$ cat src/rtl/csi_rx_packet_handler.sv
// csi_rx_packet_handler: CSI-2 packet header decoder and payload filter.
// Takes aligned 32-bit words from the lane aligner, forwards matching
// long-packet payload and turns FS/FE/LS/LE short packets into strobes.
// Optional header ECC check: define CSI_RX_ECC_CHECK_EN.
module csi_rx_packet_handler #(
  parameter logic [5:0] DATA_TYPE = 6'h2C,
  parameter logic [1:0] VIRT_CHAN = 2'd0
) (
  input  logic        clock,
  input  logic        reset,
  input  logic        enable,
  input  logic [31:0] data_in,
  input  logic        din_valid,
  output logic [31:0] data_out,
  output logic        dout_valid,
  output logic        frame_start,
  output logic        frame_end,
  output logic        line_start,
  output logic        line_end,
  output logic        in_frame,
  output logic        trunc_error,
  output logic        ecc_error
);

  typedef enum logic [1:0] {IDLE, PAYLOAD, DRAIN} state_t;

  state_t      state_q, state_d;
  logic [15:0] count_q, count_d;
  logic [31:0] data_q, data_d;
  logic        in_frame_q, in_frame_d;
  logic        dv_q, dv_d;
  logic        fs_q, fs_d, fe_q, fe_d, ls_q, ls_d, le_q, le_d;
  logic        tr_q, tr_d, ecc_q, ecc_d;

  logic [1:0]  hdr_vc;
  logic [5:0]  hdr_dt;
  logic [15:0] hdr_wc;
  logic        hdr_ecc_ok;

  assign hdr_vc = data_in[7:6];
  assign hdr_dt = data_in[5:0];
  assign hdr_wc = {data_in[23:16], data_in[15:8]};

`ifdef CSI_RX_ECC_CHECK_EN
  logic [23:0] d;
  logic [5:0]  ecc_calc;
  assign d = data_in[23:0];

  // Header Hamming parity over the 24 header data bits
  always_comb begin
    ecc_calc[0] = d[0]^d[1]^d[2]^d[4]^d[5]^d[7]^d[10]^d[11]^d[13]^d[16]^d[20]^d[21]^d[22]^d[23];
    ecc_calc[1] = d[0]^d[1]^d[3]^d[4]^d[6]^d[8]^d[10]^d[12]^d[14]^d[17]^d[20]^d[21]^d[22]^d[23];
    ecc_calc[2] = d[0]^d[2]^d[3]^d[5]^d[6]^d[9]^d[11]^d[12]^d[15]^d[18]^d[20]^d[21]^d[22];
    ecc_calc[3] = d[1]^d[2]^d[3]^d[7]^d[8]^d[9]^d[13]^d[14]^d[15]^d[19]^d[20]^d[21]^d[23];
    ecc_calc[4] = d[4]^d[5]^d[6]^d[7]^d[8]^d[9]^d[16]^d[17]^d[18]^d[19]^d[20]^d[22]^d[23];
    ecc_calc[5] = d[10]^d[11]^d[12]^d[13]^d[14]^d[15]^d[16]^d[17]^d[18]^d[19]^d[21]^d[22]^d[23];
  end

  assign hdr_ecc_ok = (data_in[29:24] == ecc_calc) && (data_in[31:30] == 2'b00);
`else
  logic unused_ecc_byte;
  assign unused_ecc_byte = ^data_in[31:24];
  assign hdr_ecc_ok      = 1'b1;
`endif

  // Next-state, counter, payload and strobe decode
  always_comb begin
    state_d    = state_q;
    count_d    = count_q;
    data_d     = data_q;
    in_frame_d = in_frame_q;
    dv_d       = 1'b0;
    fs_d       = 1'b0;
    fe_d       = 1'b0;
    ls_d       = 1'b0;
    le_d       = 1'b0;
    tr_d       = 1'b0;
    ecc_d      = 1'b0;
    if (enable) begin
      case (state_q)
        IDLE: begin
          if (din_valid) begin
            if (!hdr_ecc_ok) begin
              ecc_d   = 1'b1;
              state_d = DRAIN;
            end else if (hdr_dt < 6'h10) begin
              case (hdr_dt)
                6'h00: begin fs_d = 1'b1; in_frame_d = 1'b1; end
                6'h01: begin fe_d = 1'b1; in_frame_d = 1'b0; end
                6'h02: ls_d = 1'b1;
                6'h03: le_d = 1'b1;
                default: ;
              endcase
              state_d = DRAIN;
            end else if (hdr_dt == DATA_TYPE && hdr_vc == VIRT_CHAN && hdr_wc != '0) begin
              count_d = hdr_wc;
              state_d = PAYLOAD;
            end else begin
              state_d = DRAIN;
            end
          end
        end
        PAYLOAD: begin
          if (din_valid) begin
            dv_d = 1'b1;
            if (count_q <= 16'd4) begin
              for (int unsigned b = 0; b < 4; b++)
                data_d[8*b +: 8] = (b < 32'(count_q)) ? data_in[8*b +: 8] : '0;
              le_d    = 1'b1;
              count_d = '0;
              state_d = DRAIN;
            end else begin
              data_d  = data_in;
              count_d = count_q - 16'd4;
            end
          end else begin
            tr_d    = 1'b1;
            count_d = '0;
            state_d = IDLE;
          end
        end
        DRAIN: begin
          if (!din_valid) state_d = IDLE;
        end
        default: state_d = IDLE;
      endcase
    end
  end

  // State and output registers
  always_ff @(posedge clock) begin
    if (reset) begin
      state_q    <= IDLE;
      count_q    <= '0;
      data_q     <= '0;
      in_frame_q <= 1'b0;
      dv_q       <= 1'b0;
      fs_q       <= 1'b0;
      fe_q       <= 1'b0;
      ls_q       <= 1'b0;
      le_q       <= 1'b0;
      tr_q       <= 1'b0;
      ecc_q      <= 1'b0;
    end else begin
      state_q    <= state_d;
      count_q    <= count_d;
      data_q     <= data_d;
      in_frame_q <= in_frame_d;
      dv_q       <= dv_d;
      fs_q       <= fs_d;
      fe_q       <= fe_d;
      ls_q       <= ls_d;
      le_q       <= le_d;
      tr_q       <= tr_d;
      ecc_q      <= ecc_d;
    end
  end

  assign data_out    = data_q;
  assign dout_valid  = dv_q;
  assign frame_start = fs_q;
  assign frame_end   = fe_q;
  assign line_start  = ls_q;
  assign line_end    = le_q;
  assign in_frame    = in_frame_q;
  assign trunc_error = tr_q;
  assign ecc_error   = ecc_q;

endmodule

$ cat config.mk
export PLATFORM = sky130hd
export DESIGN_NAME = csi_rx_packet_handler
export DESIGN_NICKNAME = d
export VERILOG_FILES = /design/src/rtl/csi_rx_packet_handler.sv
export SDC_FILE = /design/constraint.sdc
export NUM_CORES = 1
export LEC_CHECK = 0
export ABC_AREA = 1
export CAP_MARGIN = 20
export CORE_UTILIZATION = 49
export DETAILED_ROUTE_END_ITERATION = 7
export PLACE_DENSITY = 0.81
export SETUP_SLACK_MARGIN = 0.3
export SLEW_MARGIN = 10
export SYNTH_ARGS = -nofsm -noshare
export SYNTH_HDL_FRONTEND = slang
export SYNTH_SLANG_ARGS = --single-unit
$ cat constraint.sdc
create_clock -name clock -period 2.18 [get_ports clock]
set_clock_uncertainty 0.05 [all_clocks]
set_input_delay 0.545 -clock clock [delete_from_list [all_inputs] [get_ports clock]]
set_output_delay 0.545 -clock clock [all_outputs]
set_load 0.01 [all_outputs]
### Word level (Yosys, flattened, before mapping)

Cells that the tools add are included.

| operators by class | value |
|---|---|
| $add $sub $neg | 1 |
| magnitude comparators | 6 |
| eq/ne operators | 11 |
| mux-type cells | 30 |
| bitwise logic cells | 5 |
| reductions and logical operators | 15 |

Operator list:

| cell | number |
|---|---|
| $mux W16 | 5 |
| $lt A1 B16 Y1 const A | 2 |
| $lt A2 B16 Y1 const A | 2 |
| $mux W32 | 1 |
| $mux W8 | 4 |
| $pmux W16 S2 | 1 |
| $le A16 B3 Y1 const B | 1 |
| $reduce_bool A16 Y1 | 1 |
| $sub A16 B3 Y16 const B | 1 |
| $eq A6 B2 Y1 const B | 2 |
| $mux W2 | 6 |
| $mux W1 | 10 |
| $reduce_and A5 Y1 | 2 |
| $ne A2 B2 Y1 const B | 4 |
| $eq A6 B1 Y1 const B | 1 |
| $eq A6 B6 Y1 const B | 1 |
| $logic_not A6 Y1 | 1 |
| $lt A6 B5 Y1 const B | 1 |
| $pmux W2 S3 | 1 |
| $not A1 Y1 | 5 |
| $reduce_or A5 Y1 | 1 |
| $logic_not A2 Y1 | 2 |
| $pmux W1 S2 | 2 |
| $reduce_and A4 Y1 | 1 |
| 8 further kinds | 10 |

| word-level totals | value |
|---|---|
| bits in registers | 57 |
| input bits | 36 |

### Logic depth before layout (Yosys ltp)

Gate-level depths: netlist of the first run.

| logic depth | value |
|---|---|
| depth in word-level cells | 7 |
| gate-level depth with buffers | 11 |
| depth with buffers taken out | 10 |

### Least setup slack after synthesis of the first run

No wires, ideal clock.

| timing | value |
|---|---|
| path kind | input-to-reg |
| from | input data_in[1] |
| to | register count_q[10] |
| arrival | 1535 ps |
| data required time | 2018 ps |
| setup slack | 484 ps |
| stages on the path | 9 |
| path buffers | 1 |
| cells stage by stage | nor2_1 -> nand3b_1 -> nor2_1 -> nand2_1 -> nand2_1 -> buf_2 -> nand3_1 -> nor2_1 -> nor2_1 |

| between the ends | value |
|---|---|
| word-level cells in the longest chain between the ends | 5 |

Ends and longest elaborated chain:

| item | RTL line | text |
|---|---|---|
| start, declared | 12 | `input logic [31:0] data_in,` |
| parallel branches: the longest is 4 deep, another holds $lt A6 B5 Y1 | -- |  |
| $reduce_and A5 Y1 (no line) (*) | -- |  |
| end signal, assigned | 146 | `count_q <= count_d;` |
| end, declared | 28 | `logic [15:0] count_q, count_d;` |

Every way passes the cells marked *.
A chain may end at the register's enable or synchronous reset.

### Worst setup path in the final report of the first run

| timing | value |
|---|---|
| from | input data_in[5] |
| to | register count_q[14] |

The elaborated chain is that of the path after synthesis.

==> run_results.csv, run 1 <==
group,metric,value,unit
outcome,status,"complete, no violations",
floorplan,ios,76,
setup_path,crit_path_end,"count_q[14]",
placed_design,dp_cells,593,
timing,whs,0.467,ns
yosys,yosysMostFrequentCell,"nand2_1",
yosys,yosys-top-cells-count,"112 x nand2_1, 82 x nor2_1, 68 x a21oi_1",
yosys,muxShareOfSynthArea,0,
power,switchingPower,0.545,mW
timing,fin_crit,1.85,ns
cts,cts.path.max_buffers,2,
drt,vias_per_cell,5.46,
yosys,synth_top_family_by_area,"simple AND/OR/NAND/NOR gates",
drt,dr.first_iter.drc_count,322,
setup_path,rr_endpoint,"count_q[14]",
timing,slew_violations,0,
timing,grt_setup_unrepaired,"no",
yosys,ys_ff_latch,57,
final_layout,fin_util,0.774,
timing,hold_violations,0,
final_layout,fin_area,4310,um2
final_layout,largest_reg_flops,32,
yosys,syn-num-nets,473,
cts,path_clk_slew,0.07,ns
drt,drtAntennaViolNets,0,
setup_path,crit_arrival,2.03,ns
setup_path,cp-start-kind,"input pin",
yosys,synth_flop_cell,"dfxtp_1",
cts,cts_tree,"built",
cts,numClockSinks,57,
cts,clk-insertion-delay-late,0.33,ns
final_layout,fin_cells,618,
min_path,hold_depth,2,
power,switching_share,0.243,
floorplan,fp.dieW,78.6,um
yosys,synth_xor_area_frac,0.0274,
grt,grt_max_degree,35,
placed_design,gp_routability_congestion,0.900,
grt,antenna_found_initial,0,
yosys,synth-edff-count,0,
final_layout,drive_above_1_share,0.163,
cts,cts_root_buf,"clkbuf_8",
floorplan,die_h,78.6,um
setup_path,crit_start,"data_in[5]",
floorplan,die_area,6180,um2
setup_path,critPathMaxFanout,6,
yosys,yosys.area.top_type,"dfxtp_1",
power,p_comb_frac,0.097,
yosys,netlist_instances,435,
timing,max_freq,540,MHz
power,seqPwrFrac,0.466,
cts,cts_inserted_buffers,9,
grt,gr-total-overflow,0,
floorplan,rows,27,
setup_path,rr_startpoint,"count_q[2]",
yosys,synth-warning-count,0,
grt,grt_usage,0.284,
placed_design,hpwl,5820,um
power,p_leak,2.07,nW
final_layout,antenna_cells,0,
yosys,synth_area,2870,um2
drt,wl,9410,um
yosys,synth-compound-area-share,0.130,
final_layout,area_growth,50.1,%
drt,vias,3373,
setup_path,r2r_setup_slack,0.38,ns
floorplan,start_util,0.516,
timing,setup_violations,0,
cts,cts-htree-levels,3,
yosys,async_flop_share,0,
setup_path,crit_type,"in -> reg",
floorplan,core,5570,um2
grt,grt_pass1_wl,13700,um
cts,hold_buffers,0,
min_path,hold_path.class,"reg -> reg",
yosys,yosys.area.top_type_share,0.397,
timing,min_period_over_period,0.850,
placed_design,portBuffers,74,
yosys,yosys.area_share.simple,0.356,
drt,firstDrtPassIters,5,
setup_path,crit_path_end_kind,"flop",
final_layout,layout.nets,580,
yosys,yosys-top-cells-area,"dfxtp_1 40%, nand2_1 15%, a21oi_1 12%",
yosys,synth_area_per_cell,6.61,um2
setup_path,r2r_cells,10,
setup_path,critPathRequiredTime,2.35,ns
yosys,synthAdderAreaFrac,0.00871,
yosys,yosysUniqueCellTypes,30,
power,powerDensity,521,nW/um2
power,ir_worst_vdd,348,uV
grt,grt_pass1_vias,2960,
placed_design,placed_area,3870,um2
yosys,seq_area_frac_synth,0.397,
drt,wl_per_cell,15.2,um
power,internal_power,1.70,mW
job,cap_violations,0,
power,clkPwrFrac,0.437,
drt,drc_errors,0,
==> per-stage QoR <==
stage          total power [mW]  setup slack [ns]  setup TNS (ns)
6_report                   2.25             0.328               0
4_1_cts                    2.24             0.302               0
5_1_grt                    2.32             0.281               0
3_5_place_dp               1.27            -0.111           -1.27
2_1_floorplan              1.15             0.484               0
3_3_place_gp               1.27           -0.0795           -1.06
==> metal layers <==
metal | track usage | part of all wire | vias to the layer above | wire length (um)
li1 | - | - | 1611 | -
met1 | 0.367 | 0.43 | 1559 | 4020
met2 | 0.450 | 0.48 | 180 | 4560
met3 | 0.0523 | 0.069 | 23 | 651
met4 | 0.141 | 0.020 | 0 | 187
met5 | 0 | 0 | - | 0
==> cell families after synthesis <==
logic type	Yosys count
AOI/OAI and AO/OA	73
xor gates and xnor gates	9
adders and majority gates	2
buffers and inverters	49
DFF	57
other	1
and+or+nand+nor	244
==> cells in the final DEF, fill, tap and decap left out, drive strengths merged <==
master	count
nor3	6
dfxtp	57
clkdlybuf4s50	60
o21ai	4
a31oi	1
nor2	84
bufinv	1
ha	2
dlymetal6s2s	14
buf	37
nor4	1
nand3	32
xor2	8
conb	1
a21oi	68
nand3b	2
clkinv	4
inv	29
nand2	116
xnor2	1
clkinvlp	1
nand4	4
clkbuf	13
==> timing repair <==
action,in CTS,in global routing
setup endpoints to repair,16,52
buffers inserted,0,6
resized for setup,5,36
cloned,0,4
pin swaps,1,22
==> layout make-up <==
| class | instances | area, um2 |
|---|---|---|
| Multi-Input combinational cell | 330 | 1600 |
| Sequential cell | 57 | 1140 |
| Clock buffer | 10 | 138 |
| Inverter | 30 | 113 |
| Clock inverter | 5 | 56.3 |
| Timing Repair Buffer | 114 | 1180 |
| Tap cell | 72 | 90.1 |
| Fill cell | 385 | 1260 |
==> power groups by stage <==
stage / sequential (mW) / combinational (mW) / clock (mW)
global placement: 1.07 / 0.203 / 0
floorplan: 1.07 / 0.0757 / 0
detailed placement: 1.07 / 0.204 / 0
CTS: 1.05 / 0.207 / 0.983
global route: 1.05 / 0.232 / 1.04
finish: 1.05 / 0.218 / 0.982
==> worst min-delay path by stage <==
stage | startpoint | endpoint | slack, ns
floorplan | state_q[0] | state_q[0] | 0.42
global route | data_out[21] | data_out[21] | 0.49
global placement | data_out[2] | data_out[2] | 0.44
CTS | data_out[12] | data_out[12] | 0.47
finish | data_out[12] | data_out[12] | 0.47
detailed placement | data_out[6] | data_out[6] | 0.45
==> worst max-delay path, stage by stage <==
cell             delay (ns)
clkdlybuf4s50_1        0.51
nand3b_1               0.10
nor2_2                 0.16
nand2_2                0.11
nand2_4                0.14
buf_12                 0.15
nand3_1                0.10
nor2_1                 0.15
nor2_1                 0.05
Note: power is estimated with default switching activity, not from simulation.
==> run 2, diff against run 1 <==
Settings changed: CORE_UTILIZATION 49 to 44, PLACE_DENSITY 0.81 to 0.76.
Clock period 2.18 ns to 1.55 ns, I/O delays scaled along.
==> run_results.csv, run 2 (same netlist as run 1, synthesis figures left out) <==
group,metric,value,unit
outcome,status,"finished with violations",
outcome,violations,"setup timing",
setup_path,r2r_cells,11,
drt,vias,3979,
setup_path,cp-start-kind,"flop",
min_path,hold_end,"data_out[7]",
setup_path,worstPathCellList,"inv_4 -> ha_4 -> nand2_4 -> nor2_4 -> nand3b_1 -> buf_4 -> nand3_4 -> nand3_2 -> nand2_1 -> inv_1 -> nor2_1",
job,cap_violations,0,
grt,grt_pass1_vias,3680,
drt,wl_per_cell,19.4,um
grt,gr-total-overflow,0,
min_path,hold_depth,3,
cts,cts_root_buf,"clkbuf_8",
cts,cts.path.max_buffers,2,
setup_path,r2r_setup_slack,-0.12,ns
timing,setup_violations,34,
cts,numClockSinks,57,
power,fin_total_pwr,3.54,mW
cts,clk-insertion-delay-late,0.36,ns
grt,grt_usage,0.319,
cts,cts_tree,"built",
timing,min_period_over_period,1.08,
drt,wl,13300,um
floorplan,start_util,0.455,
setup_path,critPathMaxFanout,5,
cts,path_clk_slew,0.07,ns
timing,grt_setup_unrepaired,"yes",
final_layout,drive_above_1_share,0.504,
timing,fin_ws,-0.117,ns
min_path,hold_path.class,"in -> reg",
placed_design,gp_routability_congestion,0.825,
setup_path,rr_endpoint,"count_q[0]",
cts,hold_buffers,0,
grt,antenna_found_initial,0,
drt,drtAntennaViolNets,0,
timing,slew_violations,0,
timing,max_freq,600,MHz
setup_path,critPathRequiredTime,1.78,ns
grt,grt_pass1_wl,17500,um
placed_design,dp_cells,630,
placed_design,portBuffers,74,
cts,cts_inserted_buffers,9,
power,p_leak,2.53,nW
power,powerDensity,664,nW/um2
cts,cts-htree-levels,3,
final_layout,fin_cells,686,
setup_path,crit_path_end_kind,"flop",
final_layout,final_cell_mix,"85 x nand2_1, 76 x buf_4, 60 x nor2_1, 48 x a21oi_1, 37 x dfxtp_2",
timing,hold_violations,0,
final_layout,area_growth,85.4,%
floorplan,die_area,6860,um2
drt,firstDrtPassIters,5,
floorplan,fp.dieW,82.8,um
min_path,min_from,"data_in[7]",
setup_path,rr_startpoint,"count_q[3]",
final_layout,largest_reg_flops,32,
floorplan,rows,29,
floorplan,core,6310,um2
floorplan,die_h,82.8,um
setup_path,max_stage_delay,0.34,ns
floorplan,ios,76,
drt,dr.first_iter.drc_count,320,
final_layout,layout.nets,642,
placed_design,dp_slack,-0.476,ns
drt,drc_errors,0,
power,ir_worst_vdd,772,uV
placed_design,hpwl,6340,um
timing,fin_crit,1.67,ns
final_layout,antenna_cells,0,
final_layout,final_common_cell,"nand2_1",
setup_path,crit_type,"reg -> reg",
grt,grt_max_degree,34,
setup_path,crit_arrival,1.89,ns
setup_path,crit_slowest_cell,"dfxtp_2",
drt,vias_per_cell,5.80,
run 2: changes by cell type in the layout (fill, tap and decap cells not counted), moves of 23 or more:
cell / change
nand2_1: -23
dlygate4sd2_1: +24
clkdlybuf4s50_1: -51
buf_4: +43
buf_6: +34
dfxtp_2: +36
dfxtp_1: -38
run 2: worst max-delay path by stage:
stage / startpoint / end / slack, ns
2_1_floorplan: count_q[3] / data_out[3] / 0.11
3_3_place_gp: din_valid / data_out[8] / -0.42
3_5_place_dp: din_valid / data_out[0] / -0.48
4_1_cts: count_q[2] / data_out[0] / -0.03
5_1_grt: count_q[8] / count_q[0] / -0.25
6_report: count_q[3] / count_q[0] / -0.12
run 2: routing by layer:
layer / track usage / vias up / part of all wire
met3: 0.0666 / 92 / 0.079
li1: - / 1744 / -
met5: 0 / - / 0
met1: 0.367 / 1864 / 0.36
met4: 0.188 / 0 / 0.060
met2: 0.546 / 279 / 0.50
run 2: repair_timing:
action | CTS | global route
resized for setup | 254 | 116
setup endpoints to repair | 95 | 79
pin swaps | 57 | 28
gates cloned | 6 | 2
buffers inserted | 22 | 10
run 2: area by class of cell:
type                            instances  area, um2
Tap cell                               77       96.3
Clock buffer                           10        128
Clock inverter                          6       91.3
Fill cell                             343        986
Multi-Input combinational cell        333       2070
Timing Repair Buffer                  173       1610
Inverter                               30        130
Sequential cell                        57       1190
run 2: report_power, final:
part | internal [mW] | total (mW) | switching, mW
Sequential | 1.46 | 1.47 | 0.00448
Clock | 0.912 | 1.61 | 0.702
Combinational | 0.219 | 0.453 | 0.234
Total | 2.60 | 3.54 | 0.940
run 2: worst max-delay path: cells and delay by family (launching register included):
| family | cells | cell delay (ns) |
|---|---|---|
| AND/OR/NAND/NOR | 7 | 0.75 |
| flip-flops | 1 | 0.34 |
| buffers and inverters | 3 | 0.30 |
| adder cells (fa/ha/maj) | 1 | 0.15 |
run 2: through the flow:
stage	util	setup TNS, ns	instance area [um2]	hold slack (ns)
floorplan	-	0	3010	0.399
global placement	0.675	-21.49	4260	0.429
detailed placement	0.675	-22.77	4260	0.428
CTS	0.757	-0.317	4780	0.384
global route	0.844	-5.37	5330	0.404
finish	0.844	-2.04	5330	0.391
